## config.mk

```make
export PLATFORM = sky130hd
export DESIGN_NAME = mac_tx_arbiter_flat
export DESIGN_NICKNAME = d
export VERILOG_FILES = /design/src/rtl/mac_tx_arbiter_if.sv /design/src/rtl/mac_tx_arbiter.sv /design/src/flat_wrapper.sv
export SDC_FILE = /design/constraint.sdc
export NUM_CORES = 1
export LEC_CHECK = 0
export ABC_CLOCK_PERIOD_IN_PS = 2000
export BUFFER_PORTS_ARGS = -buffer_cell sky130_fd_sc_hd__buf_4
export CAP_MARGIN = 20
export CORE_MARGIN = 2
export CORE_UTILIZATION = 45
export CTS_CLUSTER_DIAMETER = 40
export DETAILED_ROUTE_END_ITERATION = 16
export PLACE_DENSITY = 0.69
export SLEW_MARGIN = 20
export SYNTH_ARGS = -nofsm -noshare
export SYNTH_HDL_FRONTEND = slang
export SYNTH_SLANG_ARGS = --single-unit
export TNS_END_PERCENT = 5
```

## constraint.sdc

```tcl
create_clock -name i_udp_stack_clk -period 2 [get_ports i_udp_stack_clk]
set_clock_uncertainty 0.15 [all_clocks]
set_input_delay 0 -clock i_udp_stack_clk [delete_from_list [all_inputs] [get_ports i_udp_stack_clk]]
set_output_delay 0 -clock i_udp_stack_clk [all_outputs]
set_load 0.03 [all_outputs]
```

## src/rtl/mac_tx_arbiter_if.sv

```systemverilog
// Bundle of the requester-side and GMII-side signals of the TX arbiter.
// The i_/o_ prefixes are named from the arbiter's point of view.
interface mac_tx_arbiter_if;
    logic [2:0] i_req;
    logic [7:0] i_data0;
    logic [7:0] i_data1;
    logic [7:0] i_data2;
    logic       i_valid0;
    logic       i_valid1;
    logic       i_valid2;
    logic [2:0] o_grant;
    logic [7:0] o_GMII_data;
    logic       o_GMII_valid;
    logic       o_busy;
    logic       o_trunc;
    logic       o_timeout;

    // Requesters plus the frame-buffer side, i.e. whoever drives the arbiter.
    modport master (
        output i_req, i_data0, i_data1, i_data2, i_valid0, i_valid1, i_valid2,
        input  o_grant, o_GMII_data, o_GMII_valid, o_busy, o_trunc, o_timeout
    );

    // The arbiter itself.
    modport slave (
        input  i_req, i_data0, i_data1, i_data2, i_valid0, i_valid1, i_valid2,
        output o_grant, o_GMII_data, o_GMII_valid, o_busy, o_trunc, o_timeout
    );
endinterface

```

## src/rtl/mac_tx_arbiter.sv

```systemverilog
// Round-robin arbiter that merges the ARP, ICMP and UDP byte streams into a
// single GMII transmit stream, with inter-frame gap, length truncation and a
// grant timeout for requesters that never start their frame.
module mac_tx_arbiter #(
    parameter int P_GAP     = 12,
    parameter int P_MAX_LEN = 1514,
    parameter int P_TIMEOUT = 64
) (
    input  logic            i_udp_stack_clk,
    input  logic            i_rst_n,
    mac_tx_arbiter_if.slave bus
);

    typedef enum logic [2:0] {
        ST_IDLE,
        ST_GRANT,
        ST_XFER,
        ST_DRAIN,
        ST_GAP
    } state_t;

    localparam logic [15:0] LP_TIMEOUT_LAST = 16'(P_TIMEOUT - 1);
    localparam logic [15:0] LP_GAP_LAST     = 16'(P_GAP - 1);
    localparam logic [10:0] LP_MAX_LEN      = 11'(P_MAX_LEN);

    // Requester index 0..2 advanced by one with wrap-around.
    function automatic logic [1:0] nextIdx(input logic [1:0] idx);
        return (idx == 2'd2) ? 2'd0 : idx + 2'd1;
    endfunction

    function automatic logic [2:0] oneHot(input logic [1:0] idx);
        logic [2:0] oh;
        case (idx)
            2'd0:    oh = 3'b001;
            2'd1:    oh = 3'b010;
            default: oh = 3'b100;
        endcase
        return oh;
    endfunction

    state_t      r_state;
    logic [2:0]  r_grant;
    logic [1:0]  r_idx;
    logic [1:0]  r_last;
    logic [15:0] r_cycCnt;
    logic [10:0] r_byteCnt;
    logic [7:0]  r_data;
    logic        r_valid;
    logic        r_busy;
    logic        r_trunc;
    logic        r_timeout;

    state_t      w_state;
    logic [2:0]  w_grant;
    logic [1:0]  w_idx;
    logic [1:0]  w_last;
    logic [15:0] w_cycCnt;
    logic [10:0] w_byteCnt;
    logic [7:0]  w_data;
    logic        w_valid;
    logic        w_trunc;
    logic        w_timeout;

    logic        w_selValid;
    logic [7:0]  w_selData;
    logic [1:0]  w_c0;
    logic [1:0]  w_c1;
    logic [1:0]  w_c2;
    logic [1:0]  w_winIdx;

    // Search order starts one past the last winner, so every requester gets
    // its turn even when all three keep their request asserted.
    assign w_c0     = nextIdx(r_last);
    assign w_c1     = nextIdx(w_c0);
    assign w_c2     = nextIdx(w_c1);
    assign w_winIdx = bus.i_req[w_c0] ? w_c0 : (bus.i_req[w_c1] ? w_c1 : w_c2);

    // Only the current grantee's stream is looked at; the others are dropped.
    always_comb begin
        w_selValid = 1'b0;
        w_selData  = 8'd0;
        case (r_idx)
            2'd0: begin
                w_selValid = bus.i_valid0;
                w_selData  = bus.i_data0;
            end
            2'd1: begin
                w_selValid = bus.i_valid1;
                w_selData  = bus.i_data1;
            end
            default: begin
                w_selValid = bus.i_valid2;
                w_selData  = bus.i_data2;
            end
        endcase
    end

    // Next-state and next-output logic; data defaults to zero so the GMII byte
    // is clean whenever valid is low.
    always_comb begin
        w_state   = r_state;
        w_grant   = r_grant;
        w_idx     = r_idx;
        w_last    = r_last;
        w_cycCnt  = r_cycCnt;
        w_byteCnt = r_byteCnt;
        w_data    = 8'd0;
        w_valid   = 1'b0;
        w_trunc   = 1'b0;
        w_timeout = 1'b0;

        case (r_state)
            ST_IDLE: begin
                w_grant = 3'b000;
                if (bus.i_req != 3'b000) begin
                    w_idx     = w_winIdx;
                    w_last    = w_winIdx;
                    w_grant   = oneHot(w_winIdx);
                    w_cycCnt  = 16'd0;
                    w_byteCnt = 11'd0;
                    w_state   = ST_GRANT;
                end
            end
            ST_GRANT: begin
                if (w_selValid) begin
                    w_valid   = 1'b1;
                    w_data    = w_selData;
                    w_byteCnt = 11'd1;
                    w_state   = ST_XFER;
                end else if (r_cycCnt == LP_TIMEOUT_LAST) begin
                    w_timeout = 1'b1;
                    w_grant   = 3'b000;
                    w_state   = ST_IDLE;
                end else begin
                    w_cycCnt = r_cycCnt + 16'd1;
                end
            end
            ST_XFER: begin
                if (w_selValid) begin
                    if (r_byteCnt == LP_MAX_LEN) begin
                        w_trunc = 1'b1;
                        w_state = ST_DRAIN;
                    end else begin
                        w_valid   = 1'b1;
                        w_data    = w_selData;
                        w_byteCnt = r_byteCnt + 11'd1;
                    end
                end else begin
                    w_grant  = 3'b000;
                    w_cycCnt = 16'd0;
                    w_state  = ST_GAP;
                end
            end
            ST_DRAIN: begin
                if (!w_selValid) begin
                    w_grant  = 3'b000;
                    w_cycCnt = 16'd0;
                    w_state  = ST_GAP;
                end
            end
            ST_GAP: begin
                if (r_cycCnt == LP_GAP_LAST) begin
                    w_state = ST_IDLE;
                end else begin
                    w_cycCnt = r_cycCnt + 16'd1;
                end
            end
            default: begin
                w_grant = 3'b000;
                w_state = ST_IDLE;
            end
        endcase
    end

    // State and registered outputs; reset forgets any partial frame and makes
    // requester 0 the first to be served.
    always_ff @(posedge i_udp_stack_clk) begin
        if (!i_rst_n) begin
            r_state   <= ST_IDLE;
            r_grant   <= 3'b000;
            r_idx     <= 2'd0;
            r_last    <= 2'd2;
            r_cycCnt  <= 16'd0;
            r_byteCnt <= 11'd0;
            r_data    <= 8'd0;
            r_valid   <= 1'b0;
            r_busy    <= 1'b0;
            r_trunc   <= 1'b0;
            r_timeout <= 1'b0;
        end else begin
            r_state   <= w_state;
            r_grant   <= w_grant;
            r_idx     <= w_idx;
            r_last    <= w_last;
            r_cycCnt  <= w_cycCnt;
            r_byteCnt <= w_byteCnt;
            r_data    <= w_data;
            r_valid   <= w_valid;
            r_busy    <= (w_state != ST_IDLE);
            r_trunc   <= w_trunc;
            r_timeout <= w_timeout;
        end
    end

    assign bus.o_grant      = r_grant;
    assign bus.o_GMII_data  = r_data;
    assign bus.o_GMII_valid = r_valid;
    assign bus.o_busy       = r_busy;
    assign bus.o_trunc      = r_trunc;
    assign bus.o_timeout    = r_timeout;

endmodule

```

## src/flat_wrapper.sv

```systemverilog
// flat-port wrapper written by rule: the top's interface ports become plain ports
module mac_tx_arbiter_flat 
#(
    parameter int P_GAP     = 12,
    parameter int P_MAX_LEN = 1514,
    parameter int P_TIMEOUT = 64
)
  (i_udp_stack_clk, i_rst_n, bus_i_req, bus_i_data0, bus_i_data1, bus_i_data2, bus_i_valid0, bus_i_valid1, bus_i_valid2, bus_o_grant, bus_o_GMII_data, bus_o_GMII_valid, bus_o_busy, bus_o_trunc, bus_o_timeout);
  mac_tx_arbiter_if bus_i ();
  input  logic i_udp_stack_clk;
  input  logic i_rst_n;
  input wire logic [$bits(bus_i.i_req)-1:0] bus_i_req;
  input wire logic [$bits(bus_i.i_data0)-1:0] bus_i_data0;
  input wire logic [$bits(bus_i.i_data1)-1:0] bus_i_data1;
  input wire logic [$bits(bus_i.i_data2)-1:0] bus_i_data2;
  input wire logic [$bits(bus_i.i_valid0)-1:0] bus_i_valid0;
  input wire logic [$bits(bus_i.i_valid1)-1:0] bus_i_valid1;
  input wire logic [$bits(bus_i.i_valid2)-1:0] bus_i_valid2;
  output wire logic [$bits(bus_i.o_grant)-1:0] bus_o_grant;
  output wire logic [$bits(bus_i.o_GMII_data)-1:0] bus_o_GMII_data;
  output wire logic [$bits(bus_i.o_GMII_valid)-1:0] bus_o_GMII_valid;
  output wire logic [$bits(bus_i.o_busy)-1:0] bus_o_busy;
  output wire logic [$bits(bus_i.o_trunc)-1:0] bus_o_trunc;
  output wire logic [$bits(bus_i.o_timeout)-1:0] bus_o_timeout;
  assign bus_i.i_req = bus_i_req;
  assign bus_i.i_data0 = bus_i_data0;
  assign bus_i.i_data1 = bus_i_data1;
  assign bus_i.i_data2 = bus_i_data2;
  assign bus_i.i_valid0 = bus_i_valid0;
  assign bus_i.i_valid1 = bus_i_valid1;
  assign bus_i.i_valid2 = bus_i_valid2;
  assign bus_o_grant = bus_i.o_grant;
  assign bus_o_GMII_data = bus_i.o_GMII_data;
  assign bus_o_GMII_valid = bus_i.o_GMII_valid;
  assign bus_o_busy = bus_i.o_busy;
  assign bus_o_trunc = bus_i.o_trunc;
  assign bus_o_timeout = bus_i.o_timeout;
  mac_tx_arbiter #(.P_GAP(P_GAP), .P_MAX_LEN(P_MAX_LEN), .P_TIMEOUT(P_TIMEOUT)) u_core (.i_udp_stack_clk(i_udp_stack_clk), .i_rst_n(i_rst_n), .bus(bus_i));
endmodule
```

* Word level (Yosys, flattened, before mapping) *
Cells that the tools add are included.

storage, ports and cells
  bits in registers = 49
  input bits = 32
  output and inout port bits = 15
  logic and storage cells = 102

cells by class
  $add $sub $neg = 5
  $lt $le $gt $ge = 2
  eq/ne operators = 21
  multiplexer cells = 46
  bitwise logic cells = 3
  reductions and logical operators = 14

operators by type and width
  operator               number
  $mux 16                5
  $pmux 16 s4            1
  $mux 11                4
  $mux 3                 11
  $pmux 11 s3            1
  $pmux 8 s2             2
  $mux 8                 3
  $add 16x1->16 const B  1
  $eq 16x4->1 const B    1
  $eq 16x6->1 const B    1
  $pmux 3 s5             1
  $pmux 3 s4             1
  $add 11x1->11 const B  1
  $eq 11x11->1 const B   1
  $mux 2                 5
  $ne 2x2->1 const B     5
  $reduce_bool 3->1      3
  $ne 2x1->1 const B     4
  $mux 1                 7
  $add 2x1->2 const B    3
  $eq 2x2->1 const B     3
  $eq 3x2->1 const B     2
  $lt 2x3->1 const B     2
  $pmux 3 s2             1
  other kinds (16)       22

* Depth between registers and ports, before layout *
  depth after elaboration = 12
  gate-level depth with buffers = 8
  mapped depth without buffers = 7

* Least setup slack after synthesis *
No wires, ideal clock.

  kind = flip-flop to flip-flop
  from = register u_core.r_last[0] (netlist name)
  to = register u_core.r_cycCnt[10]
  setup time = 70 ps
  arrival = 1837 ps
  required time = 1780 ps
  slack = -57 ps
  cell stages (with the launch flop) = 7
  buffers on the path = 1
  period minus slack after synthesis = 2057 ps
  cell sequence = dfxtp_1 -> clkbuf_1 -> mux2_2 -> o211ai_2 -> o211ai_1 -> or4_1 -> a21oi_1

RTL lines
  item                  line                   text
  to (signal assigned)  mac_tx_arbiter.sv:195  r_cycCnt <= w_cycCnt;
  to (decl)             mac_tx_arbiter.sv:45   logic [15:0] r_cycCnt;

==> impl_results.md <==
- Status: complete, but fails checks
- Failing checks: negative setup slack
- Tmin final: 2.128 ns
- Synth warn: 0
- Data required time at the worst endpoint: 2.09 ns
- Final WS setup: -0.1280 ns
- Max Slew Vio Count: 0
- Power Total: 2.694 mW
- Core Region: about 0.0055 mm²
- Starting DRT DRC Count: ~190
- Synth Cell Area: ~0.0026 mm²
- Seq/Total Area, Yosys: 0.3694
- Site Rows: 27
- Area growth syn-to-layout: 46.51%
- Worst Path Class, Setup: reg2reg
- Post-DP Area: 0.003379 mm²
- Chip height: 80.03 µm
- Ports: 47
- First-pass GRT wire length: 12,640 µm
- Final number of setup-violating endpoints: 19
- Power share of the clock group: 0.208
- Initial Util: 0.4695
- Ys flop type: dfxtp_1
- Die ar.: 0.006405 mm²
- Drt total wl: ~7600 µm
- Crit end category: flop
- Fin crit share: 1.064
- Worst skew pair latency: ~0.30 ns
- Mapped Cells: 324
- Worst-path clk slew: 0.09 ns
- Mean post-synth cell area: approximately 8 µm²
- Internal: 1.775 mW
- IO buf count: 46
- Seq cells post-synth: 48
- Vias per cell: 5.608
- Maximum vdd drop: 0.4533 mV
- Total Routing Usage GR: 0.2455
- Residual DRC: 0
- Die X: around 80 µm
- Net Switching: around 920 µW
- Yosys top cell by area: dfxtp_1
- CP max FO: 6
- Placer congestion estimate: ~0.82
- Antenna Nets Post-Route: 0
- CTS tree: done
- Actual transition at the worst max-transition pin: 0.6131 ns
- Asr flop ratio synth: 0
- CTS root buffer: clkbuf_8
- Post-route cell area: ~0.0038 mm²
- Top cell type's share of synthesized area: 0.3694
- CP arrival: around 2.2 ns
- Sw frac: 0.3410
- Critical Path Start: u_core.r_last[0]
- Placed insts: 480
- Via Count: 2,860
- Seq pwr share: 0.399
- Setup_tns: -0.9810 ns
- Synth unique cells: 50
- CP startpoint kind: flop
- Syn_nets: 359
- Final hold vios: 0
- Post-DR wirelength/cell: 14.90 µm
- Fmax: 469.9 MHz
- Comb pwr share: 0.392
- Lkg Pwr: 1.483 nW
- Final HPWL DP: 5206 µm
- CTS sink cnt: 48
- Finished Layout Cells: between 500 and 600
- R2R setup slack: -0.13 ns
- # diodes: 0
- Max-Cap Viols: 0
- Initial antenna violation count: 0
- Slew HR: 0.5881
- Final hold slack: 0.009515 ns
- PD cells: 706.8 mW/mm²
- Worst r2r dst: u_core.r_cycCnt[6]
- Layout cells sized above 1: 0.3219
- Cell depth of the worst flop-to-flop path: 6
- Vias in the first global route: 2,693
- RSZ-0062 raised after global routing: true
- Post-synth EDFFs: 0
- Area contributors post-synth: dfxtp_1 (37%), a21oi_1 (7.5%), or4_1 (4.6%)
- Hold crit path type: in2reg
- 1st-pass router iterations: 4
- Cts bufs inserted: 5
- Pin count of the biggest net entering global routing: 18
- Total grt overflow: 0
- Nets: around 470
- Critical Path End: u_core.r_cycCnt[6]
- R2r startpoint: u_core.r_last[0]
- Longest Clk Path Bufs: 2
- H-tree depth: 2
## power by group through the flow
| stage | sequential, mW | clock (mW) | combinational, mW |
|---|---|---|---|
| 2_1_floorplan | 1.14 | 0 | 0.481 |
| 3_3_place_gp | 1.08 | 0 | 0.875 |
| 3_5_place_dp | 1.09 | 0 | 0.892 |
| 4_1_cts | 1.07 | 0.573 | 1.02 |
| 5_1_grt | 1.08 | 0.616 | 1.15 |
| 6_report | 1.08 | 0.561 | 1.06 |
## layout by cell type, fill, tap and decap left out, types with 3 or more instances in the layout
master	n
nand2b_1	7
a31oi_1	3
dfxtp_1	43
or4_1	14
buf_6	4
inv_1	10
nand4_1	6
a21oi_1	37
mux2i_1	11
dlygate4sd3_1	20
o21ai_0	14
nor3_1	3
o211ai_1	4
dfxtp_2	5
nand3_1	16
nand2_1	30
nor2_1	27
clkbuf_8	5
or3_1	8
buf_4	97
o21a_1	3
o31ai_1	15
or2_2	3
## cell families after synthesis
kind of cell / after synthesis / share of synthesized area
AOI/OAI and AO/OA: 96 / 0.2352
buffers and inverters: 27 / 0.04617
and+or+nand+nor: 138 / 0.2881
DFF: 48 / 0.3694
muxes: 12 / 0.04666
adders and majority gates: 3 / 0.01443
## metal layers
layer  track usage  share of wire  routed length (µm)  vias to the layer above
met2        0.4100           0.51                3882                       44
met3       0.04186          0.037                 282                        6
met4       0.06610         0.0075                  57                        0
met1        0.3261           0.44                3375                     1374
met5             0              0                   0                        -
li1              -              -                   -                     1436
## layout make-up
type                       count  area, µm²
sequential                    48      967.2
inverter                      10      37.54
fill                         452       1729
clock inverter                 1      5.005
multi-input combinational    249       1620
tap                           72      90.09
clock buffer                   6      72.57
timing repair buffer         124       1018
## metrics by stage
stage	util	setup WS (ns)
6_report	0.6879	-0.1280
5_1_grt	0.6879	-0.2253
4_1_cts	0.6746	-0.1190
3_5_place_dp	0.6100	-0.1585
3_3_place_gp	0.6100	-0.1184
2_1_floorplan	-	-0.05086
## critical path, cell delays in order, from the launching register on
cell,delay [ns]
dfxtp_2,0.36
mux2_4,0.32
o211ai_4,0.21
o211ai_1,0.26
buf_4,0.22
or4_4,0.41
a21oi_2,0.12
## flip-flops by register name, summed over array words and instances, names as in the netlist
register,count
u_core.bus.o_timeout,1
u_core.r_byteCnt,11
u_core.bus.o_GMII_data,8
u_core.r_idx,1
u_core.r_last,2
u_core.r_cycCnt,16
u_core.bus.o_busy,1
u_core.bus.o_trunc,1
u_core.bus.o_grant,3
u_core.bus.o_GMII_valid,1
u_core.r_state,3
## Yosys cell counts, types with 7 or more instances
master / number
o21ai_0: 14
nand2_1: 30
nand2b_1: 7
o31ai_1: 15
mux2i_1: 11
or4_1: 16
inv_1: 10
or3_1: 8
a21oi_1: 39
nand3_1: 16
nor2_1: 27
clkbuf_1: 11
dfxtp_1: 48
## worst min-delay path by stage
stage,startpoint,endpoint,slack (ns),cells after the start
finish,bus_i_valid1,u_core.r_state[1],0.01,4
global route,bus_i_valid1,u_core.r_state[1],0.02,4
CTS,bus_i_req[1],u_core.r_last[0],0.009,3
detailed placement,bus_i_data2[0],u_core.bus.o_GMII_data[0],0.09,3
global placement,bus_i_data2[1],u_core.bus.o_GMII_data[1],0.08,3
floorplan,bus_i_data2[0],u_core.bus.o_GMII_data[0],-0.007,2
## what timing repair did
action,CTS,global route
setup endpoints to repair,26,41
resized for setup,13,16
pin swaps,21,8
hold endpoints to repair,16,0
buffers inserted,2,0
gates cloned,1,0
hold buffers,20,0
(Power assumes the default switching activity.)
